==> config.mk <==
export PLATFORM = sky130hd
export DESIGN_NAME = message_streamer
export DESIGN_NICKNAME = d
export VERILOG_FILES = /design/src/rtl/msg_pkg.sv /design/src/rtl/stream_fifo.sv /design/src/rtl/message_streamer.sv
export SDC_FILE = /design/constraint.sdc
export NUM_CORES = 1
export LEC_CHECK = 0
export ABC_CLOCK_PERIOD_IN_PS = 1970
export CAP_MARGIN = 20
export CORE_MARGIN = 8
export CORE_UTILIZATION = 35
export DETAILED_ROUTE_END_ITERATION = 8
export SETUP_SLACK_MARGIN = 0.05
export SYNTH_ARGS = -nofsm -noshare
export SYNTH_HDL_FRONTEND = slang
export SYNTH_SLANG_ARGS = --single-unit
==> constraint.sdc <==
create_clock -name clk -period 1.97 [get_ports clk]
set_clock_uncertainty 0.1 [all_clocks]
set_input_delay 0.2955 -clock clk [delete_from_list [all_inputs] [get_ports clk]]
set_output_delay 0.2955 -clock clk [all_outputs]
set_load 0.1 [all_outputs]
==> src/rtl/msg_pkg.sv <==
//------------------------------------------------------------------------------
// Module   : msg_pkg
// Brief    : Shared types and constants for the message memory read path.
// Revision : 1.0 - initial release
//------------------------------------------------------------------------------
`default_nettype none

package msg_pkg;

    localparam int MSG_ADDR_W = 8;

    typedef enum logic [1:0] {
        IDLE  = 2'd0,
        FETCH = 2'd1,
        DRAIN = 2'd2,
        DONE  = 2'd3
    } streamer_state_e;

    typedef struct packed {
        logic [7:0] data;
        logic       last;
    } stream_beat_t;

endpackage : msg_pkg

`default_nettype wire

==> src/rtl/stream_fifo.sv <==
//------------------------------------------------------------------------------
// Module   : stream_fifo
// Brief    : First-word-fall-through FIFO of stream beats, power-of-two depth.
// Revision : 1.0 - initial release
//------------------------------------------------------------------------------
`default_nettype none

module stream_fifo
    import msg_pkg::*;
#(
    parameter int DEPTH = 4
) (
    input  logic                     clk,
    input  logic                     rst,
    input  logic                     push,
    input  stream_beat_t             push_data,
    input  logic                     pop,
    output logic                     out_valid,
    output stream_beat_t             out_data,
    output logic [$clog2(DEPTH):0]   count
);

    localparam int c_PTR_W = $clog2(DEPTH);
    localparam int c_CNT_W = c_PTR_W + 1;

    stream_beat_t         r_mem [DEPTH];
    logic [c_PTR_W-1:0]   r_wptr;
    logic [c_PTR_W-1:0]   r_rptr;
    logic [c_CNT_W-1:0]   r_count;
    logic                 w_full;
    logic                 w_empty;
    logic                 w_do_push;
    logic                 w_do_pop;

    assign w_full    = (r_count == c_CNT_W'(DEPTH));
    assign w_empty   = (r_count == '0);
    assign w_do_push = push & ~w_full;
    assign w_do_pop  = pop & ~w_empty;

    // Storage is cleared on reset so the head reads as zero when empty.
    always_ff @(posedge clk or negedge rst) begin
        if (!rst) begin
            for (int i = 0; i < DEPTH; i++) begin
                r_mem[i] <= '0;
            end
            r_wptr  <= '0;
            r_rptr  <= '0;
            r_count <= '0;
        end else begin
            if (w_do_push) begin
                r_mem[r_wptr] <= push_data;
                r_wptr        <= r_wptr + c_PTR_W'(1);
            end
            if (w_do_pop) begin
                r_rptr <= r_rptr + c_PTR_W'(1);
            end
            case ({w_do_push, w_do_pop})
                2'b10:   r_count <= r_count + c_CNT_W'(1);
                2'b01:   r_count <= r_count - c_CNT_W'(1);
                default: r_count <= r_count;
            endcase
        end
    end

    assign out_valid = ~w_empty;
    assign out_data  = r_mem[r_rptr];
    assign count     = r_count;

endmodule : stream_fifo

`default_nettype wire

==> src/rtl/message_streamer.sv <==
//------------------------------------------------------------------------------
// Module   : message_streamer
// Brief    : Fetches a contiguous byte run from the message memory and emits it
//            as a valid/ready byte stream with a last-byte marker.
// Revision : 1.0 - initial release
//------------------------------------------------------------------------------
`default_nettype none

module message_streamer
    import msg_pkg::*;
#(
    parameter int ADDR_W     = MSG_ADDR_W,
    parameter int LEN_W      = ADDR_W + 1,
    parameter int FIFO_DEPTH = 4
) (
    input  logic              clk,
    input  logic              rst,
    input  logic              start,
    input  logic [ADDR_W-1:0] start_addr,
    input  logic [LEN_W-1:0]  length,
    output logic              busy,
    output logic              done,
    output logic [ADDR_W-1:0] rd_addr,
    input  logic [7:0]        rd_data,
    output logic              m_valid,
    output logic [7:0]        m_data,
    output logic              m_last,
    input  logic              m_ready
);

    localparam int c_CNT_W = $clog2(FIFO_DEPTH) + 1;

    streamer_state_e     r_state;
    logic [ADDR_W-1:0]   r_addr;
    logic [LEN_W-1:0]    r_issue_cnt;
    logic [LEN_W-1:0]    r_emit_cnt;
    logic                r_busy;
    logic                r_done;
    logic                r_pipe_valid;
    logic                r_pipe_last;

    logic [c_CNT_W-1:0]  w_fifo_count;
    logic                w_fifo_valid;
    logic                w_issue;
    logic                w_pop;
    stream_beat_t        w_push_beat;
    stream_beat_t        w_head;

    // Credit: buffered beats plus the one read in flight must leave a free slot.
    assign w_issue = (r_state == FETCH) &&
                     ((32'(w_fifo_count) + 32'(r_pipe_valid)) < 32'(FIFO_DEPTH));
    assign w_pop   = w_fifo_valid & m_ready;

    assign w_push_beat = '{data: rd_data, last: r_pipe_last};

    always_ff @(posedge clk or negedge rst) begin
        if (!rst) begin
            r_state      <= IDLE;
            r_addr       <= '0;
            r_issue_cnt  <= '0;
            r_emit_cnt   <= '0;
            r_busy       <= 1'b0;
            r_done       <= 1'b0;
            r_pipe_valid <= 1'b0;
            r_pipe_last  <= 1'b0;
        end else begin
            r_done       <= 1'b0;
            r_pipe_valid <= w_issue;
            if (w_issue) begin
                r_pipe_last <= (r_issue_cnt == LEN_W'(1));
            end
            if (w_pop) begin
                r_emit_cnt <= r_emit_cnt - LEN_W'(1);
            end

            case (r_state)
                IDLE: begin
                    // The done pulse cycle still belongs to the finished command.
                    if (start && !r_done) begin
                        r_busy      <= 1'b1;
                        r_addr      <= start_addr;
                        r_issue_cnt <= length;
                        r_emit_cnt  <= length;
                        r_state     <= (length == '0) ? DONE : FETCH;
                    end
                end
                FETCH: begin
                    if (w_issue) begin
                        r_issue_cnt <= r_issue_cnt - LEN_W'(1);
                        if (r_issue_cnt == LEN_W'(1)) begin
                            r_state <= DRAIN;
                        end else begin
                            r_addr <= r_addr + ADDR_W'(1);
                        end
                    end
                end
                DRAIN: begin
                    if (w_pop && (r_emit_cnt == LEN_W'(1))) begin
                        r_state <= DONE;
                    end
                end
                DONE: begin
                    r_done  <= 1'b1;
                    r_busy  <= 1'b0;
                    r_state <= IDLE;
                end
                default: r_state <= IDLE;
            endcase
        end
    end

    stream_fifo #(
        .DEPTH     (FIFO_DEPTH)
    ) u_fifo (
        .clk       (clk),
        .rst       (rst),
        .push      (r_pipe_valid),
        .push_data (w_push_beat),
        .pop       (w_pop),
        .out_valid (w_fifo_valid),
        .out_data  (w_head),
        .count     (w_fifo_count)
    );

    assign busy    = r_busy;
    assign done    = r_done;
    assign rd_addr = r_addr;
    assign m_valid = w_fifo_valid;
    assign m_data  = w_head.data;
    assign m_last  = w_fifo_valid & w_head.last;

endmodule : message_streamer

`default_nettype wire

**After elaboration in Yosys (flattened, before gate mapping)**

Index checks and enable logic that the tools add are counted.

- Register bits after elaboration: 75
- Output and inout bits: 20
- Logic and storage cells: 93

- Add/subtract/negate cells: 8
- Order comparisons: 4
- Equal/unequal tests: 13
- Muxes and demuxes: 26
- Bitwise gates (word level): 8
- Reductions and logical operators: 15

Operators with widths:

| kind | number |
|---|---|
| $mux 9 | 8 |
| $bwmux 36 | 1 |
| $mux 8 | 3 |
| $bmux 9 s2 | 1 |
| $demux 9 s2 | 1 |
| $eq 9x1->1 const B | 2 |
| $pmux 9 s2 | 1 |
| $sub 9x1->9 const B | 2 |
| $pmux 8 s2 | 1 |
| $mux 2 | 5 |
| $logic_not 9->1 | 1 |
| $add 8x1->8 const B | 1 |
| $ne 2x2->1 const B | 4 |
| $pmux 2 s4 | 1 |
| $reduce_and 4->1 | 2 |
| $eq 2x2->1 const B | 3 |
| $ge 3x3->1 const B | 2 |
| $not 2->3 | 2 |
| $pmux 3 s2 | 1 |
| $reduce_bool 2->1 | 3 |
| $add 2x1->2 const B | 2 |
| $add 3x1->4 | 1 |
| $and 1x1->1 | 4 |
| $eq 2x1->1 const B | 2 |
| other kinds (15) | 20 |

**Longest topological paths before layout**

- Word-level depth: 6
- Gate-level depth with buffers: 9
- Gate-level depth less buffers: 9

**Cells and area by module**

A second synthesis with hierarchy kept.

- Cells, all modules: 364
- Area, all modules: 4181.5 µm²

Modules (own cells, without submodules):

| module | times used | cells each | area an instance (µm²) | seq. area each (µm²) |
|---|---|---|---|---|
| message_streamer | 1 | 241 | 2227.1 | 800.8 |
| stream_fifo | 1 | 123 | 1954.4 | 1076.0 |

**Least setup slack after synthesis**

No wires, ideal clock.

- Path kind: flip-flop to output port
- Start point: register u_fifo.r_count[2], in the netlist u_fifo.count[2]
- End point: output m_last
- Arrival: 2.103 ns
- Setup slack: -0.528 ns
- Cell stages (with the launch flop): 3
- Path buffers: 0
- Path through: dfrtp_1 or3_1 and2_1

- Word-level cells in the longest chain between the ends: 3

Ends and longest elaborated chain:

| element | RTL line | source |
|---|---|---|
| start: declaration | stream_fifo.sv:29 | `logic [c_CNT_W-1:0] r_count;` |
| start signal: assignment | stream_fifo.sv:58 | `2'b10: r_count <= r_count + c_CNT_W'(1);` |
| start signal: assignment | stream_fifo.sv:59 | `2'b01: r_count <= r_count - c_CNT_W'(1);` |
| start signal: assignment | stream_fifo.sv:60 | `default: r_count <= r_count;` |
| $logic_not 3->1 | stream_fifo.sv:36 | `assign w_empty = (r_count == '0);` |
| $not 1->1 | stream_fifo.sv:65 | `assign out_valid = ~w_empty;` |
| named net m_valid | message_streamer.sv:25 | `output logic m_valid,` |
| $and 1x1->1 | message_streamer.sv:130 | `assign m_last = w_fifo_valid & w_head.last;` |
| end: declaration | message_streamer.sv:27 | `output logic m_last,` |

The timed path passes the listed nets, and every way through them passes these cells.

**Final worst setup path**

- Start point: register u_fifo.r_rptr[0]
- End point: output m_data[2]

- Word-level cells in the longest chain between the ends: 4

Ends and longest elaborated chain:

| element | RTL line | source |
|---|---|---|
| start: declaration | stream_fifo.sv:28 | `logic [c_PTR_W-1:0] r_rptr;` |
| start signal: assignment | stream_fifo.sv:55 | `r_rptr <= r_rptr + c_PTR_W'(1);` |
| $not 2->3 (not written as such) | stream_fifo.sv:66 | `assign out_data = r_mem[r_rptr];` |
| $bmux 9 s2 | stream_fifo.sv:66 |  |
| $mux 9 (not written as such) (2 in series) | stream_fifo.sv:66 |  |
| end: declaration | message_streamer.sv:26 | `output logic [7:0] m_data,` |

Every way passes these cells. The select of a mux whose other input is x is not followed.

==> results.txt <==
The checks that failed: setup timing. Setup repair after global routing could not meet its margin everywhere. The routed metal-1 wire length came out at 4560 um.

Traced cell by cell, the critical path runs through buf_6, mux4_2, buf_12. The cell area reported after detailed placement is 0.00512 sq mm. The final hold violation count is 0.

The post-synthesis cell type count came out at 59. Compared with the post-synthesis result, the final layout area differs by 38.6%. The delay of the slowest cell on the worst path is 0.54 ns.

The met3 wirelength from detailed routing came out at 494 um. Routed signal wires occupy layers up through met4. The total die area came out at 0.0153 sq mm.

Summed over all instances, the cell type with the most area after synthesis is dfrtp_1. The post-synthesis cell area is 0.00405 sq mm. The fraction of registers with async set or reset after synthesis came out at 100%. The DRC violations left came out at 0.

The wire length per cell after detailed routing came out at 16.1 um. The ratio of cells with drive above 1 in the final layout is 38.1%. For the pin with the worst max-slew slack, the measured transition is 0.494 ns. The min-delay analysis places its worst path in the category register to register.

The net count after synthesis came out at 404. The shortest clock period the worst path allows after layout is 2.04 ns. The site row count came out at 39. Data on the critical path arrives at its endpoint at 1.64 ns. Dividing the synthesized area by the synthesized cell count gives 11.3 sq um.

The overall fraction of global-route tracks in use came out at 13.2%. Derived from the worst setup path, the maximum achievable clock frequency is 0.490 GHz. The clock reaches the later pin of the worst-skew pair after 0.33 ns.

The count of buffers from port buffering came out at 48. The total count of max-transition violations in the final report came out at 0. From left edge to right edge, the die measures 124 um.

Routability-driven placement finished with a final weighted congestion of 0.842. The number of buffers created by CTS is 9. The worst setup path is of the register to output pin kind. The routed layout has 3171 vias. The number of flip-flops and latches in the synthesized netlist is 75.

The sequential-to-total area share from yosys stat is 46.3%. The worst setup path is launched from a register. The number of warnings printed during yosys synthesis is 0. The worst setup path is captured at an output pin. The setup-violating endpoint count in the final report is 9. The data required time of the worst path came out at 1.57 ns.

The total overflow reported by the global router is 0. The number of antenna violations at the first check in global routing was 0. Of all nets on the critical path, the largest fanout is 4. The post-placement setup slack came out at -0.192 ns. For this run, the leading register cell type out of synthesis is dfrtp_1. The root buffer cell chosen for the clock tree is clkbuf_16. The total clock sinks is 75. The headroom to the max-slew limit came out at 66.8%. By area the synthesized netlist is led by dfrtp_1 46%, mux2_2 9.7%, mux4_2 5.0%, ha_1 4.3%, nor2_1 2.7%. The clock-pin slew reported for the worst setup and hold paths after clock tree synthesis is 0.06 ns. The cell count after synthesis came out at 360. The number of enable flip-flop cells after synthesis is 0. The wire length of the first global-routing pass is 16200 um. The detail route stage leaves a number of antenna-violating nets equal to 0. The TritonCTS clock tree is built. The amount of wire on met2 after detailed routing is 4580 um.

The region available for standard cell placement spans 0.0114 sq mm. The via density per instance came out at 5.22. The antenna diode count came out at 0. In the final design database the tool counted 504 nets. 49 I/O pins were placed. The family with the most delay on the worst path is multiplexers. The cell area after layout came out at 0.00562 sq mm. The run finished, with violations left.

The post-detailed-routing wire length is 9820 um. The fraction of synthesized cell area taken by the top area cell type came out at 46.3%. Entering global routing, the biggest net connects 76 pins. The number of detailed-routing iterations run before antenna repair came out at 4.

The post-DP HPWL is 6930 um. The count of buffering cells on the critical path with inverters included came out at 2. The vertical extent of the die is 124 um.

The final core utilization came out at 49.4%. The number of global-route vias before repair came out at 3260. The clock passes through at most 2 buffers. The standard cell with the maximum stage delay on the critical path is mux4_2. The tool flagged a number of max-cap violations equal to 0. Once routing completed, OpenROAD measured the worst setup slack at -0.0688 ns.

The initial standard-cell utilization of the core came out at 35.6%. The initial DRC count came out at 172. The ratio of final minimum period to clock period came out at 103%. The H-tree level count came out at 3.
-- path summary, 6_finish.rpt --
check / slack, ns / end / start / depth (start not counted)
max: -0.07 / m_data[2] / u_fifo.r_rptr[0] / 3
min: 0.39 / u_fifo.r_mem[15] / u_fifo.r_mem[15] / 1
max reg2reg: 0.06 / rd_addr[1] / u_fifo.count[1] / 6
min reg2reg: 0.39 / u_fifo.r_mem[15] / u_fifo.r_mem[15] / 1
max in group asynchronous: 0.96 / rd_addr[2] / rst / 3
min in group asynchronous: 0.42 / u_fifo.r_mem[24] / rst / 3
-- layout by cell type (no fill, tap or decap), drive strengths merged, types with 4 or more instances in the layout --
cell / count
mux2: 38
a221oi: 5
xor2: 8
clkdlybuf4s50: 27
xnor2: 6
nand4: 6
nor2: 29
nand2: 21
nor4: 5
mux4: 9
buf: 69
mux2i: 5
ha: 14
a21oi: 15
nand3: 7
inv: 29
dfrtp: 75
clkbuf: 11
a31oi: 4
o21ai: 20
and3: 7
o211ai: 4
-- metal layers --
metal	GRT usage, %	vias up
met4	4.36	0
met2	20.3	67
met1	17.2	1583
met3	4.35	12
li1	-	1509
met5	0	-
-- final cells by class --
class	count	area, sq um
clock inverter	5	36.3
clock buffer	11	253
tap	143	179
fill	1046	5750
inverter	29	113
multi-input combinational	248	2170
sequential	75	1890
timing repair buffer	97	981
-- Yosys cell counts (7+ instances only) --
| library cell | instances |
|---|---|
| nand2_1 | 17 |
| nor2_1 | 29 |
| nand3_1 | 7 |
| inv_1 | 28 |
| o21ai_0 | 18 |
| mux2_2 | 35 |
| dfrtp_1 | 75 |
| xor2_1 | 8 |
| a21oi_1 | 14 |
| mux4_2 | 9 |
| ha_1 | 14 |
| and3_1 | 7 |
-- kinds of logic after synthesis --
kind of cell / synth area share [%]
flip-flops: 46.3
AO/OA/AOI/OAI: 13.0
XOR/XNOR: 3.03
adder cells (fa/ha/maj): 4.82
multiplexers: 16.8
AND/OR/NAND/NOR: 12.4
buffers and inverters: 3.58
-- worst register-to-register path: stages (launching register included) --
cell,delay (ns)
dfrtp_1,0.42
buf_6,0.14
buf_6,0.11
a31o_4,0.22
a211o_4,0.30
a21oi_4,0.18
mux2_4,0.31
-- through the flow --
step	instances	setup TNS (ns)	hold WS [ns]
CTS	603	-0.683	0.394
floorplan	360	-0.0950	-0.100
global route	608	-0.881	0.423
global placement	584	-0.231	0.264
detailed placement	584	-0.401	0.271
finish	608	-0.401	0.391
-- state kept, by name, indices dropped and copies added, names as in the netlist --
name	count
r_state	2
u_fifo.r_wptr	2
u_fifo.r_mem	36
busy	1
u_fifo.r_rptr	2
r_pipe_valid	1
r_emit_cnt	9
rd_addr	8
r_issue_cnt	9
r_pipe_last	1
done	1
u_fifo.count	3
-- repair_timing --
action                                 in CTS  in global routing
setup endpoints to repair                  16                 27
gates resized for setup                    12                 27
gates cloned                                0                  0
pin swaps                                   4                  9
hold buffers                                1                  0
endpoints found under the hold margin      75                  0
setup buffers                               3                  5
Power is left out: the tool's default activity adds up to more than one toggle a clock period on the data nets, which glitch-free logic cannot reach.
